==> config.mk <==
export PLATFORM = sky130hd
export DESIGN_NAME = video_timing_pattern
export DESIGN_NICKNAME = d
export VERILOG_FILES = /design/src/rtl/video_timing_pattern.sv
export SDC_FILE = /design/constraint.sdc
export NUM_CORES = 1
export LEC_CHECK = 0
export BUFFER_PORTS_ARGS = -buffer_cell sky130_fd_sc_hd__buf_2
export CORE_ASPECT_RATIO = 1.5
export CORE_UTILIZATION = 59
export CTS_BUF_LIST = sky130_fd_sc_hd__clkbuf_16
export DETAILED_ROUTE_END_ITERATION = 10
export GPL_TIMING_DRIVEN = 0
export PLACE_DENSITY = 0.95
export SYNTH_ARGS = -nofsm -noshare
export SYNTH_HDL_FRONTEND = slang
export SYNTH_SLANG_ARGS = --single-unit
==> constraint.sdc <==
create_clock -name clk_pixel -period 5.7 [get_ports clk_pixel]
set_input_delay 0.285 -clock clk_pixel [delete_from_list [all_inputs] [get_ports clk_pixel]]
set_output_delay 0.285 -clock clk_pixel [all_outputs]
set_load 0.01 [all_outputs]
==> src/rtl/video_timing_pattern.sv <==
// Free-running pixel-clock video timing generator with four run-time selectable
// test patterns; every output is registered and aligned to the same pixel.
module video_timing_pattern #(
   parameter int C_resolution_x      = 1280,
   parameter int C_hsync_front_porch = 110,
   parameter int C_hsync_pulse       = 40,
   parameter int C_hsync_back_porch  = 220,
   parameter int C_resolution_y      = 720,
   parameter int C_vsync_front_porch = 5,
   parameter int C_vsync_pulse       = 5,
   parameter int C_vsync_back_porch  = 20,
   parameter int C_hsync_polarity    = 1,
   parameter int C_vsync_polarity    = 1,
   parameter int C_bits              = 8,
   localparam int H_TOTAL = C_resolution_x + C_hsync_front_porch + C_hsync_pulse + C_hsync_back_porch,
   localparam int V_TOTAL = C_resolution_y + C_vsync_front_porch + C_vsync_pulse + C_vsync_back_porch,
   localparam int HW      = $clog2(H_TOTAL),
   localparam int VW      = $clog2(V_TOTAL)
) (
   input  logic                clk_pixel,
   input  logic                rst_n,
   input  logic [1:0]          pattern_sel,
   input  logic [3*C_bits-1:0] solid_rgb,
   output logic [C_bits-1:0]   vga_r,
   output logic [C_bits-1:0]   vga_g,
   output logic [C_bits-1:0]   vga_b,
   output logic                vga_hsync,
   output logic                vga_vsync,
   output logic                vga_blank,
   output logic [HW-1:0]       beam_x,
   output logic [VW-1:0]       beam_y,
   output logic                frame_start
);

   localparam logic [HW-1:0] H_ACT      = HW'(C_resolution_x);
   localparam logic [HW-1:0] H_EDGE     = HW'(C_resolution_x - 1);
   localparam logic [HW-1:0] H_SYNC_BEG = HW'(C_resolution_x + C_hsync_front_porch);
   localparam logic [HW-1:0] H_SYNC_END = HW'(C_resolution_x + C_hsync_front_porch + C_hsync_pulse);
   localparam logic [HW-1:0] H_LAST     = HW'(H_TOTAL - 1);
   localparam logic [HW-1:0] BAR_W      = HW'(C_resolution_x / 8);
   localparam logic [VW-1:0] V_ACT      = VW'(C_resolution_y);
   localparam logic [VW-1:0] V_EDGE     = VW'(C_resolution_y - 1);
   localparam logic [VW-1:0] V_SYNC_BEG = VW'(C_resolution_y + C_vsync_front_porch);
   localparam logic [VW-1:0] V_SYNC_END = VW'(C_resolution_y + C_vsync_front_porch + C_vsync_pulse);
   localparam logic [VW-1:0] V_LAST     = VW'(V_TOTAL - 1);
   localparam logic          HPOL       = (C_hsync_polarity != 0);
   localparam logic          VPOL       = (C_vsync_polarity != 0);
   localparam logic [C_bits-1:0] FULL   = {C_bits{1'b1}};
   localparam logic [C_bits-1:0] ZERO   = {C_bits{1'b0}};

   logic [HW-1:0]     hc_r;
   logic [VW-1:0]     vc_r;
   logic [1:0]        pat_r;
   logic [HW-1:0]     hc_nxt_s;
   logic [VW-1:0]     vc_nxt_s;
   logic              origin_s;
   logic [1:0]        pat_s;
   logic              blank_s;
   logic              hs_act_s;
   logic              vs_act_s;
   logic [HW-1:0]     bar_idx_s;
   logic [2:0]        bar_s;
   logic [2:0]        bar_rgb_s;
   logic              grid_s;
   logic [C_bits-1:0] pr_s, pg_s, pb_s;
   logic [C_bits-1:0] r_s, g_s, b_s;

   // Beam counter next state: hc wraps at the line end and carries into vc
   always_comb begin
      hc_nxt_s = hc_r + HW'(1);
      vc_nxt_s = vc_r;
      if (hc_r == H_LAST) begin
         hc_nxt_s = HW'(0);
         if (vc_r == V_LAST) begin
            vc_nxt_s = VW'(0);
         end else begin
            vc_nxt_s = vc_r + VW'(1);
         end
      end else begin
         vc_nxt_s = vc_r;
      end
   end

   // Region decode and pattern selection; the selection is only taken at pixel (0,0)
   always_comb begin
      origin_s  = (hc_r == HW'(0)) && (vc_r == VW'(0));
      pat_s     = origin_s ? pattern_sel : pat_r;
      blank_s   = !((hc_r < H_ACT) && (vc_r < V_ACT));
      hs_act_s  = (hc_r >= H_SYNC_BEG) && (hc_r < H_SYNC_END);
      vs_act_s  = (vc_r >= V_SYNC_BEG) && (vc_r < V_SYNC_END);
      bar_idx_s = hc_r / BAR_W;
      bar_s     = (bar_idx_s > HW'(7)) ? 3'd7 : bar_idx_s[2:0];
      grid_s    = (5'(hc_r) == 5'd0) || (5'(vc_r) == 5'd0) || (hc_r == H_EDGE) || (vc_r == V_EDGE);
   end

   // Bar colour table, {r,g,b} on/off per bar index
   always_comb begin
      bar_rgb_s = 3'b000;
      case (bar_s)
         3'd0:    bar_rgb_s = 3'b111;
         3'd1:    bar_rgb_s = 3'b110;
         3'd2:    bar_rgb_s = 3'b011;
         3'd3:    bar_rgb_s = 3'b010;
         3'd4:    bar_rgb_s = 3'b101;
         3'd5:    bar_rgb_s = 3'b100;
         3'd6:    bar_rgb_s = 3'b001;
         default: bar_rgb_s = 3'b000;
      endcase
   end

   // Pattern colour generation followed by blanking
   always_comb begin
      pr_s = ZERO;
      pg_s = ZERO;
      pb_s = ZERO;
      case (pat_s)
         2'd0: begin
            pr_s = bar_rgb_s[2] ? FULL : ZERO;
            pg_s = bar_rgb_s[1] ? FULL : ZERO;
            pb_s = bar_rgb_s[0] ? FULL : ZERO;
         end
         2'd1: begin
            pr_s = C_bits'(hc_r);
            pg_s = C_bits'(vc_r);
            pb_s = C_bits'(hc_r) + C_bits'(vc_r);
         end
         2'd2: begin
            pr_s = grid_s ? FULL : ZERO;
            pg_s = grid_s ? FULL : ZERO;
            pb_s = grid_s ? FULL : ZERO;
         end
         2'd3: begin
            pr_s = solid_rgb[3*C_bits-1:2*C_bits];
            pg_s = solid_rgb[2*C_bits-1:C_bits];
            pb_s = solid_rgb[C_bits-1:0];
         end
         default: begin
            pr_s = ZERO;
            pg_s = ZERO;
            pb_s = ZERO;
         end
      endcase
      if (blank_s) begin
         r_s = ZERO;
         g_s = ZERO;
         b_s = ZERO;
      end else begin
         r_s = pr_s;
         g_s = pg_s;
         b_s = pb_s;
      end
   end

   // Beam counters and latched pattern
   always_ff @(posedge clk_pixel) begin
      if (!rst_n) begin
         hc_r  <= HW'(0);
         vc_r  <= VW'(0);
         pat_r <= 2'd0;
      end else begin
         hc_r  <= hc_nxt_s;
         vc_r  <= vc_nxt_s;
         pat_r <= pat_s;
      end
   end

   // Output register stage, one pixel behind the counters
   always_ff @(posedge clk_pixel) begin
      if (!rst_n) begin
         vga_r       <= ZERO;
         vga_g       <= ZERO;
         vga_b       <= ZERO;
         vga_hsync   <= !HPOL;
         vga_vsync   <= !VPOL;
         vga_blank   <= 1'b1;
         beam_x      <= HW'(0);
         beam_y      <= VW'(0);
         frame_start <= 1'b0;
      end else begin
         vga_r       <= r_s;
         vga_g       <= g_s;
         vga_b       <= b_s;
         vga_hsync   <= hs_act_s ? HPOL : !HPOL;
         vga_vsync   <= vs_act_s ? VPOL : !VPOL;
         vga_blank   <= blank_s;
         beam_x      <= hc_r;
         beam_y      <= vc_r;
         frame_start <= origin_s;
      end
   end

endmodule

* Word-level counts from Yosys, hierarchy flattened
Index checks and enable logic that the tools add are counted.
** Word-level totals
- Flip-flop bits (word level) :: 72
- Logic and storage cells :: 66
** Cells by class
- Add/sub/neg operators :: 3
- Divide/modulo/power cells :: 1
- Order comparisons :: 7
- Equal/unequal tests :: 13
- Mux-type cells :: 13
- Bitwise operators :: 1
- Reduce and logical (&&, ||, !) cells :: 16
** Operator list (number)
- $pmux W8 S4 :: 3
- $mux W8 :: 4
- $eq A11 B11 Y1 const B :: 2
- $lt A11 B11 Y1 const B :: 2
- $pmux W3 S7 :: 1
- $eq A10 B10 Y1 const B :: 2
- $lt A10 B10 Y1 const B :: 2
- $add A11 B1 Y11 const B :: 1
- $div A11 B8 Y11 const B :: 1
- $ge A11 B11 Y1 const B :: 1
- $gt A11 B3 Y1 const B :: 1
- $logic_not A11 Y1 :: 1
- $add A10 B1 Y10 const B :: 1
- $ge A10 B10 Y1 const B :: 1
- $logic_not A10 Y1 :: 1
- $logic_not A5 Y1 :: 2
- $mux W10 :: 1
- $eq A3 B3 Y1 const B :: 3
- $add A8 B8 Y8 :: 1
- $eq A3 B2 Y1 const B :: 2
- $eq A2 B2 Y1 const B :: 2
- $logic_and A1 B1 Y1 :: 4
- $eq A3 B1 Y1 const B :: 1
- $logic_not A3 Y1 :: 1
- other kinds (10) :: 13

* Logic depth before layout (Yosys ltp)
Gate-level depths: netlist (run 1).
- Depth in word-level cells :: 7
- Depth in mapped cells :: 10
- Gate-level depth less buffers :: 8

* Worst setup path after synthesis (run 1)
Ideal clock, no wire load.
- Kind :: register to register
- Start point :: reg vc_r[1]
- End point :: reg vga_b[7]
- Library setup time :: 0.132 ns
- Arrival time :: 1.976 ns
- Required time :: 5.568 ns
- Setup slack :: 3.593 ns
- Cell stages (with the launch flop) :: 10
- Period minus slack after synthesis :: 2.107 ns
- Path through :: dfxtp_1 inv_1 ha_1 nor3b_2 a41o_1 a221oi_1 o21bai_1 and2_1 buf_2 a31oi_1
** On the way
- Cells in the longest elaborated chain, start to end :: 6
- Elaborated cells on any way between the ends :: 18
- Classes of those cells :: add/sub: 1; order compare: 1; eq/ne: 4; mux: 3; reduce/logical: 9
** Ends and longest elaborated chain
- start, declared :: RTL line 52 : logic [VW-1:0] vc_r;
- start signal, assigned :: RTL line 162 : vc_r <= vc_nxt_s;
- branches (longest 6 deep; another with $add A8 B8 Y8)
- end signal, assigned :: RTL line 182 : vga_b <= b_s;
- end, declared :: RTL line 26 : output logic [C_bits-1:0] vga_b,
Several ways; the timed one is not identified.
A chain may end at the register's enable or synchronous reset.

* Worst setup path after layout (run 1)
- Start point :: reg vc_r[1]
- End point :: reg vga_g[7]
** On the way
- Cells in the longest elaborated chain, start to end :: 6
- Elaborated cells on any way between the ends :: 17
- Classes of those cells :: order compare: 1; eq/ne: 4; mux: 3; reduce/logical: 9
** Ends and longest elaborated chain
- branches (longest 6 deep; another with $lt A10 B10 Y1)
- end signal, assigned :: RTL line 181 : vga_g <= g_s;
- end, declared :: RTL line 25 : output logic [C_bits-1:0] vga_g,
Several ways; the timed one is not identified.

==> results.yml, run 1 <==
die:
  ios: 77
  rows: 34
  design.die.area_mm2: 0.00642
  die_y_um: 97.7
  fp.dieW_um: 65.8
  initial_utilization_pct: 61.8
  core_mm2: 0.00583
clock_network:
  ctsResizeCount: 0
  clk_latency_ps: 330
  cts_buffer_depth: 2
  cts_tree: "built"
  postCtsSetupBuffers: 0
  root_buffer: "clkbuf_16"
  cts.clk_slew.worst_paths_ps: 60
  cts.sinks: 72
  postCtsHoldBufs: 0
  htreeDepth: 3
  cts-buffers-inserted: 9
worst_setup_path:
  critPathBufInv: 1
  crit_start: "vc_r[1]"
  max_stage_delay_ps: 610
  required_ps: 5880
  path_common_cell: "a211oi_2"
  cp_slowest_cell: "a221oi_1"
  worstPathCellList: "inv_1 -> ha_1 -> nor3b_2 -> a41o_1 -> a221oi_1 -> a211oi_2 -> a211oi_2 -> a31oi_1"
  path_delay_family: "compound AO/OA/AOI/OAI gates"
  reg2reg_depth: 8
  path_depth: 8
  crit_path_end_kind: "flop"
  crit_type: "reg -> reg"
  startpoint_type: "flop"
  cp_max_fo: 8
  arrival_ps: 3000
  r2r-start: "vc_r[1]"
layout:
  nets: 539
  finalNonFillerCells: 573
  diodes: 0
  drive_gt1_share_pct: 25.0
  fill_cells: 405
  area_growth_pct: 23.1
sta:
  rsz0062_at_grt: "false"
  tightest_slew_ps: 658
  fin_crit_sh_pct: 49.4
  min_period_ps: 2810
  setup_tns_ps: 0
  skew_ps: 7.71
  maxSlewHeadroom_pct: 56.1
  setup_ws_ps: 2890
  hold_viol: 0
  slew_violations: 0
  max_freq_mhz: 355
  setup_violations: 0
grt:
  grt_first_pass_wirelength_um: 15900
  antenna_found_initial: 0
  grt_util_all_layers_pct: 32.8
  first_global_vias: 3465
  overflow: 0
  grt_start_max_net_pins: 13
synthesis:
  netlist.area_leader.share_pct: 40.0
  synth_seq_cells: 72
  syn_inst: 409
  synthArstFlopShare_pct: 0
  synth_top_area_cell: "dfxtp_1"
  syn_avg_cell_area_um2: 8.80
  ys_warn_count: 0
  synthFlopType: "dfxtp_1"
  synth_fp_nets: 452
  synth_seq_area_share_pct: 40.0
  synth.distinct_cells: 56
  yosysMostFrequentCell: "dfxtp_1"
  synth_edf_count: 0
  synth.area.top_cells: "dfxtp_1 (40%), ha_1 (4.9%), and2_1 (4.7%)"
  ys_top_cells_by_count: "dfxtp_1 (72), nor2_1 (32), nand2_1 (30)"
  syn_area_mm2: 0.00360
place:
  gp_congestion: 1.04
  io_buffers: 76
  dp_slack_ps: 3010
  dp.cells: 557
  dp_hpwl_um: 6870
run:
  drv_cap: 0
routing:
  vias: 3388
  route.detailed.drc: 0
  ant_nets: 0
  routed_wl_um: 9940
  viasPerCell: 5.91
  wire_per_inst_um: 17.3
  drt_iter0_drc: 200
  firstDrtPassIters: 5
hold_path:
  hp-start: "solid_rgb[11]"
  hp-class: "in -> reg"
  holdPathStages: 3
status:
  status: "complete, no violations"
pwr:
  peakVddDrop_mv: 0.345
  p_per_area_mw_per_mm2: 321
  p_leak_uw: 0.00207
  total_power_uw: 1420
==> area by class of cell <==
type                            instances  area [um^2]  area share, %
Clock inverter                          7          135           3.05
Buffer                                 29          153           3.45
Tap cell                               72         90.1           2.03
Timing Repair Buffer                   76          380           8.59
Sequential cell                        72         1440           32.5
Inverter                                8         30.0          0.678
Multi-Input combinational cell        300         1980           44.6
Clock buffer                            9          225           5.08
==> final timing paths <==
check	endpoint	slack [ps]
max	vga_g[7]	2890
min	vga_g[3]	210
max reg2reg	vga_g[7]	2890
min reg2reg	beam_y[8]	580
==> routing by layer <==
layer | GRT usage, % | up-vias | part of all wire (%)
li1 | - | 1598 | -
met1 | 33.1 | 1595 | 36
met2 | 55.6 | 140 | 52
met3 | 7.63 | 55 | 5.7
met4 | 25.8 | 0 | 6.5
met5 | 0 | - | 0
==> per-stage QoR <==
stage / cell area [um^2] / util (%) / hold slack (ps)
final: 4430 / 76.0 / 214
after global routing: 4430 / 76.0 / 217
after CTS: 4430 / 76.0 / 215
after detailed placement: 4070 / 69.8 / 558
after global placement: 4070 / 69.8 / 547
after floorplan: 3600 / - / 447
==> state kept, by name, indices dropped and copies added (netlist names), 2 cells and up <==
signal,cells
pat_r,2
vga_g,8
beam_x,11
hc_r,11
vga_b,8
vga_r,8
beam_y,10
vc_r,10
==> power by group <==
group / total (uW) / switching [uW] / internal, uW
clock network: 678 / 210 / 468
logic: 189 / 110 / 78.8
registers: 555 / 13.6 / 541
total: 1420 / 334 / 1090
==> kinds of logic (layout without fill, tap and decap cells) <==
kind of cell	count (synthesis)	after routing	share of synthesized area, %
and+or+nand+nor	163	163	25.7
AOI/OAI and AO/OA	96	96	17.3
DFF	72	72	40.0
buffers and inverters	37	129	5.07
xor gates and xnor gates	23	23	5.60
adders and majority gates	15	15	5.42
muxes	3	3	0.834
==> cell usage in the layout, fill, tap and decap left out, drive strengths merged, types with 5 or more instances in the layout <==
cell type and instances:
a21boi 12, a21o 5, a21oi 22, a31oi 12
and2 28, and3 15, and4 5, buf 97
clkbuf 17, dfxtp 72, ha 14, inv 9
nand2 31, nand2b 6, nand3 16, nor2 32
nor2b 7, nor3b 5, o21ai 21, xnor2 12
xor2 11
==> worst reg2reg max path, delay by kind of cell, from the launching register on <==
kind                       cells  cell delay (ps)
buffers and inverters          1              160
DFF                            1              540
AOI/OAI and AO/OA              5             1580
and+or+nand+nor                1              190
adders and majority gates      1              210
No activity file was read; power rests on OpenSTA's default activity.
==> run 2, diff against run 1 <==
- CORE_UTILIZATION: 59 -> 49
- PLACE_DENSITY: 0.95 -> 0.86
- clock period: 5.7 -> 2.4 ns (I/O delays scaled with it)
==> results.yml, run 2 (synthesis results as in run 1) <==
grt:
  grt_first_pass_wirelength_um: 15000
  overflow: 0
  antenna_found_initial: 0
  first_global_vias: 3209
  grt_start_max_net_pins: 13
  grt_util_all_layers_pct: 25.4
sta:
  skew_ps: 4.00
  max_freq_mhz: 442
  setup_violations: 0
  hold_viol: 0
  maxSlewHeadroom_pct: 58.1
  tightest_slew_ps: 628
  min_period_ps: 2260
  fin_crit_sh_pct: 94.3
  slew_violations: 0
  setup_ws_ps: 136
layout:
  diodes: 0
  finalNonFillerCells: 601
  drive_gt1_share_pct: 27.4
  nets: 542
  mostFrequentLayoutCell: "buf_2"
  seq_area_mm2: 0.00145
  final_core_util_pct: 64.8
  area_growth_pct: 25.9
  multi_input_area_mm2: 0.00203
  fill_cells: 507
  final_cell_mix: "buf_2 (90), dfxtp_1 (68), nor2_1 (32), nand2_1 (30), and2_1 (27)"
  largestRegisters: "beam_x x11, hc_r x11"
clock_network:
  cts.sinks: 72
  cts-buffers-inserted: 9
  cts_tree: "built"
  clk_latency_ps: 340
  root_buffer: "clkbuf_16"
  cts.clk_slew.worst_paths_ps: 60
  htreeDepth: 3
  cts_buffer_depth: 2
  postCtsHoldBufs: 0
worst_setup_path:
  max_stage_delay_ps: 540
  arrival_ps: 2530
  required_ps: 2670
  r2r-start: "hc_r[6]"
  ff2ff_setup_slack_ps: 140
  startpoint_type: "flop"
  crit_type: "reg -> reg"
  cp_slowest_cell: "nor3_1"
  worstPathCellList: "buf_2 -> nand3_1 -> nor3_1 -> a221oi_4 -> o21bai_1 -> and2_1 -> buf_2 -> o22ai_1"
  path_common_cell: "buf_2"
  crit_path_end_kind: "flop"
  cp_max_fo: 10
  r2r_end: "vga_b[6]"
  reg2reg_depth: 8
die:
  ios: 77
  initial_utilization_pct: 51.5
  fp.dieW_um: 72.0
  core_mm2: 0.00699
  rows: 37
  die_y_um: 107
  design.die.area_mm2: 0.00770
routing:
  met1_length_um: 3720
  vias: 3376
  route.detailed.drc: 0
  dr_wl_met2_um: 4960
  viasPerCell: 5.62
  ant_nets: 0
  wl_met3_um: 452
  top_layer: "met4"
  drt_iter0_drc: 215
  wire_per_inst_um: 15.9
  routed_wl_um: 9540
  firstDrtPassIters: 5
pwr:
  peakVddDrop_mv: 0.464
  p_per_area_mw_per_mm2: 732
  p_leak_uw: 0.00210
place:
  dp.cells: 582
  dp_slack_ps: -228
  io_buffers: 76
  gp_congestion: 0.939
  dp_hpwl_um: 6730
hold_path:
  hp-class: "in -> reg"
  hp-start: "solid_rgb[10]"
  min_to: "vga_g[2]"
  holdPathStages: 3
run:
  drv_cap: 0
status:
  status: "complete, no violations"
run 2: through the flow:
step / instance area, um^2 / setup TNS [ps] / power [uW] / hold slack, ps
2_1_floorplan: 3600 / 0 / 1620 / 282
3_3_place_gp: 4100 / -2960 / 1770 / 392
3_5_place_dp: 4100 / -4130 / 1780 / 397
4_1_cts: 4460 / 0 / 3280 / 48.5
5_1_grt: 4530 / -717 / 3430 / 56.2
6_report: 4530 / 0 / 3320 / 49.1
run 2: worst max-delay path by stage:
stage / slack (ps) / to / from
floorplan: 290 / vga_b[7] / vc_r[1]
finish: 140 / vga_b[6] / hc_r[6]
global route: -60 / vga_r[6] / hc_r[1]
global placement: -160 / vga_g[1] / vc_r[0]
CTS: 30 / vga_b[5] / hc_r[0]
detailed placement: -230 / vga_g[4] / vc_r[0]
run 2: power by group:
part,internal [uW],switching [uW]
clock network,1010,515
logic,207,270
registers,1290,34.0
total,2500,819
run 2: critical path: cells and delay by family, from the launching register on:
kind	cells	cell delay, ps
AO/OA/AOI/OAI	3	510
buffers and inverters	2	420
AND/OR/NAND/NOR	3	830
flip-flops	1	420
run 2: final cells by class:
cell class,count,area share (%)
Multi-Input combinational cell,300,44.8
Inverter,8,0.663
Sequential cell,72,32.0
Clock buffer,9,4.97
Timing Repair Buffer,79,8.89
Buffer,29,3.53
Clock inverter,7,2.46
Tap cell,97,2.68
run 2: timing repair:
action                                  in CTS  in global routing
setup buffers                                0                  3
resized for setup                            7                 20
endpoints found under the setup margin      24                 22
pin swaps                                    0                  2
run 2: layer usage:
layer  vias up  track usage [%]
met2       142             44.3
met4         0             16.4
li1       1606                -
met5         -                0
met1      1593             26.7
met3        35             6.30
==> run 3, diff against run 2 <==
- CORE_UTILIZATION: 49 -> 42
- PLACE_DENSITY: 0.86 -> 0.77
==> results.yml, run 3 (synthesis results as in run 1) <==
worst_setup_path:
  crit_type: "reg -> reg"
  crit_path_end_kind: "flop"
  arrival_ps: 2550
  required_ps: 2610
  startpoint_type: "flop"
  cp_max_fo: 7
  reg2reg_depth: 9
clock_network:
  root_buffer: "clkbuf_16"
  cts_tree: "built"
  cts_buffer_depth: 2
  cts-buffers-inserted: 9
  cts.clk_slew.worst_paths_ps: 60
  clk_latency_ps: 340
  postCtsHoldBufs: 0
  cts.sinks: 72
  htreeDepth: 3
grt:
  antenna_found_initial: 0
  grt_start_max_net_pins: 13
  first_global_vias: 3144
  overflow: 0
  grt_util_all_layers_pct: 22.5
  grt_first_pass_wirelength_um: 15100
die:
  core_mm2: 0.00836
  initial_utilization_pct: 43.0
  fp.dieW_um: 77.6
  die_y_um: 115
  rows: 41
  ios: 77
  design.die.area_mm2: 0.00895
layout:
  nets: 545
  area_growth_pct: 27.3
  diodes: 0
  final_core_util_pct: 54.8
  largestRegisters: "beam_x x11, hc_r x11"
  drive_gt1_share_pct: 28.1
  fill_cells: 729
  mostFrequentLayoutCell: "buf_2"
  final_cell_mix: "buf_2 (90), dfxtp_1 (68), nor2_1 (31), nand2_1 (30), and2_1 (27)"
pwr:
  p_per_area_mw_per_mm2: 727
  p_leak_uw: 0.00211
  peakVddDrop_mv: 0.417
status:
  status: "complete, no violations"
routing:
  routed_wl_um: 10000
  drt_iter0_drc: 150
  wire_per_inst_um: 16.4
  firstDrtPassIters: 5
  route.detailed.drc: 0
  vias: 3333
  ant_nets: 0
  viasPerCell: 5.44
sta:
  hold_viol: 0
  skew_ps: 5.06
  max_freq_mhz: 428
  maxSlewHeadroom_pct: 60.7
  min_period_ps: 2340
  tightest_slew_ps: 589
  setup_tns_ps: 0
  fin_crit_sh_pct: 97.3
  setup_violations: 0
  slew_violations: 0
  hold_slack_ps: 33.7
place:
  io_buffers: 76
  dp_hpwl_um: 7060
  gp_congestion: 0.916
run:
  drv_cap: 0
hold_path:
  holdPathStages: 3
  hp-class: "in -> reg"
==> run 3: cell types whose count changed in the layout (fill, tap and decap cells not counted), sizes merged <==
cell / previous run / this run
buf: 98 / 101
clkinv: 2 / 1
clkinvlp: 1 / 2
inv: 9 / 8
==> run 3: repair_timing <==
item,CTS,global route
pin swaps,1,4
buffers inserted,1,5
gates resized for setup,7,16
endpoints found under the hold margin,0,0
setup endpoints to repair,25,22
==> run 3: layout make-up <==
cell class	instances	area, um^2	share of cell area (%)
Buffer	29	160	3.50
Clock buffer	9	225	4.92
Clock inverter	6	109	2.38
Inverter	8	30.0	0.655
Multi-Input combinational cell	300	2030	44.4
Sequential cell	72	1450	31.7
Tap cell	107	134	2.92
Timing Repair Buffer	82	438	9.56
==> run 3: metal layers <==
| metal | part of all wire [%] | GRT usage (%) | routed length [um] | up-vias |
|---|---|---|---|---|
| li1 | - | - | - | 1609 |
| met1 | 38 | 23.2 | 3800 | 1582 |
| met2 | 55 | 42.2 | 5480 | 121 |
| met3 | 4.4 | 4.05 | 440 | 21 |
| met4 | 3.1 | 13.0 | 310 | 0 |
| met5 | 0 | 0 | 0 | - |
==> run 3: path summary, 6_finish.rpt <==
| path | endpoint | start | slack, ps |
|---|---|---|---|
| setup reg to reg | vga_b[7] | vc_r[0] | 60 |
| hold reg to reg | hc_r[0] | hc_r[0] | 520 |
| setup / recovery | vga_b[7] | vc_r[0] | 60 |
| hold / removal | vga_g[0] | solid_rgb[8] | 30 |
==> run 3: critical path, stage by stage, from the launching register on <==
cell and delay (ps):
dfxtp_2 420, inv_2 90, ha_1 190, nor3b_4 170
a41o_1 270, a221oi_4 410, o21bai_1 190, and2_1 170
buf_2 190, a31oi_1 100
==> run 3: power breakdown <==
part	switching (uW)	total, uW	internal [uW]
combinational	279	496	217
clock	514	1520	1000
sequential	34.2	1320	1280
==> run 3: through the flow <==
step / setup WS [ps] / power, uW / std cells / area [um^2]
floorplan: 293 / 1620 / 409 / 3600
global placement: -190 / 1770 / 592 / 4110
detailed placement: -328 / 1790 / 592 / 4110
CTS: 27.9 / 3320 / 608 / 4490
global route: -63.1 / 3430 / 613 / 4580
finish: 64.0 / 3330 / 613 / 4580
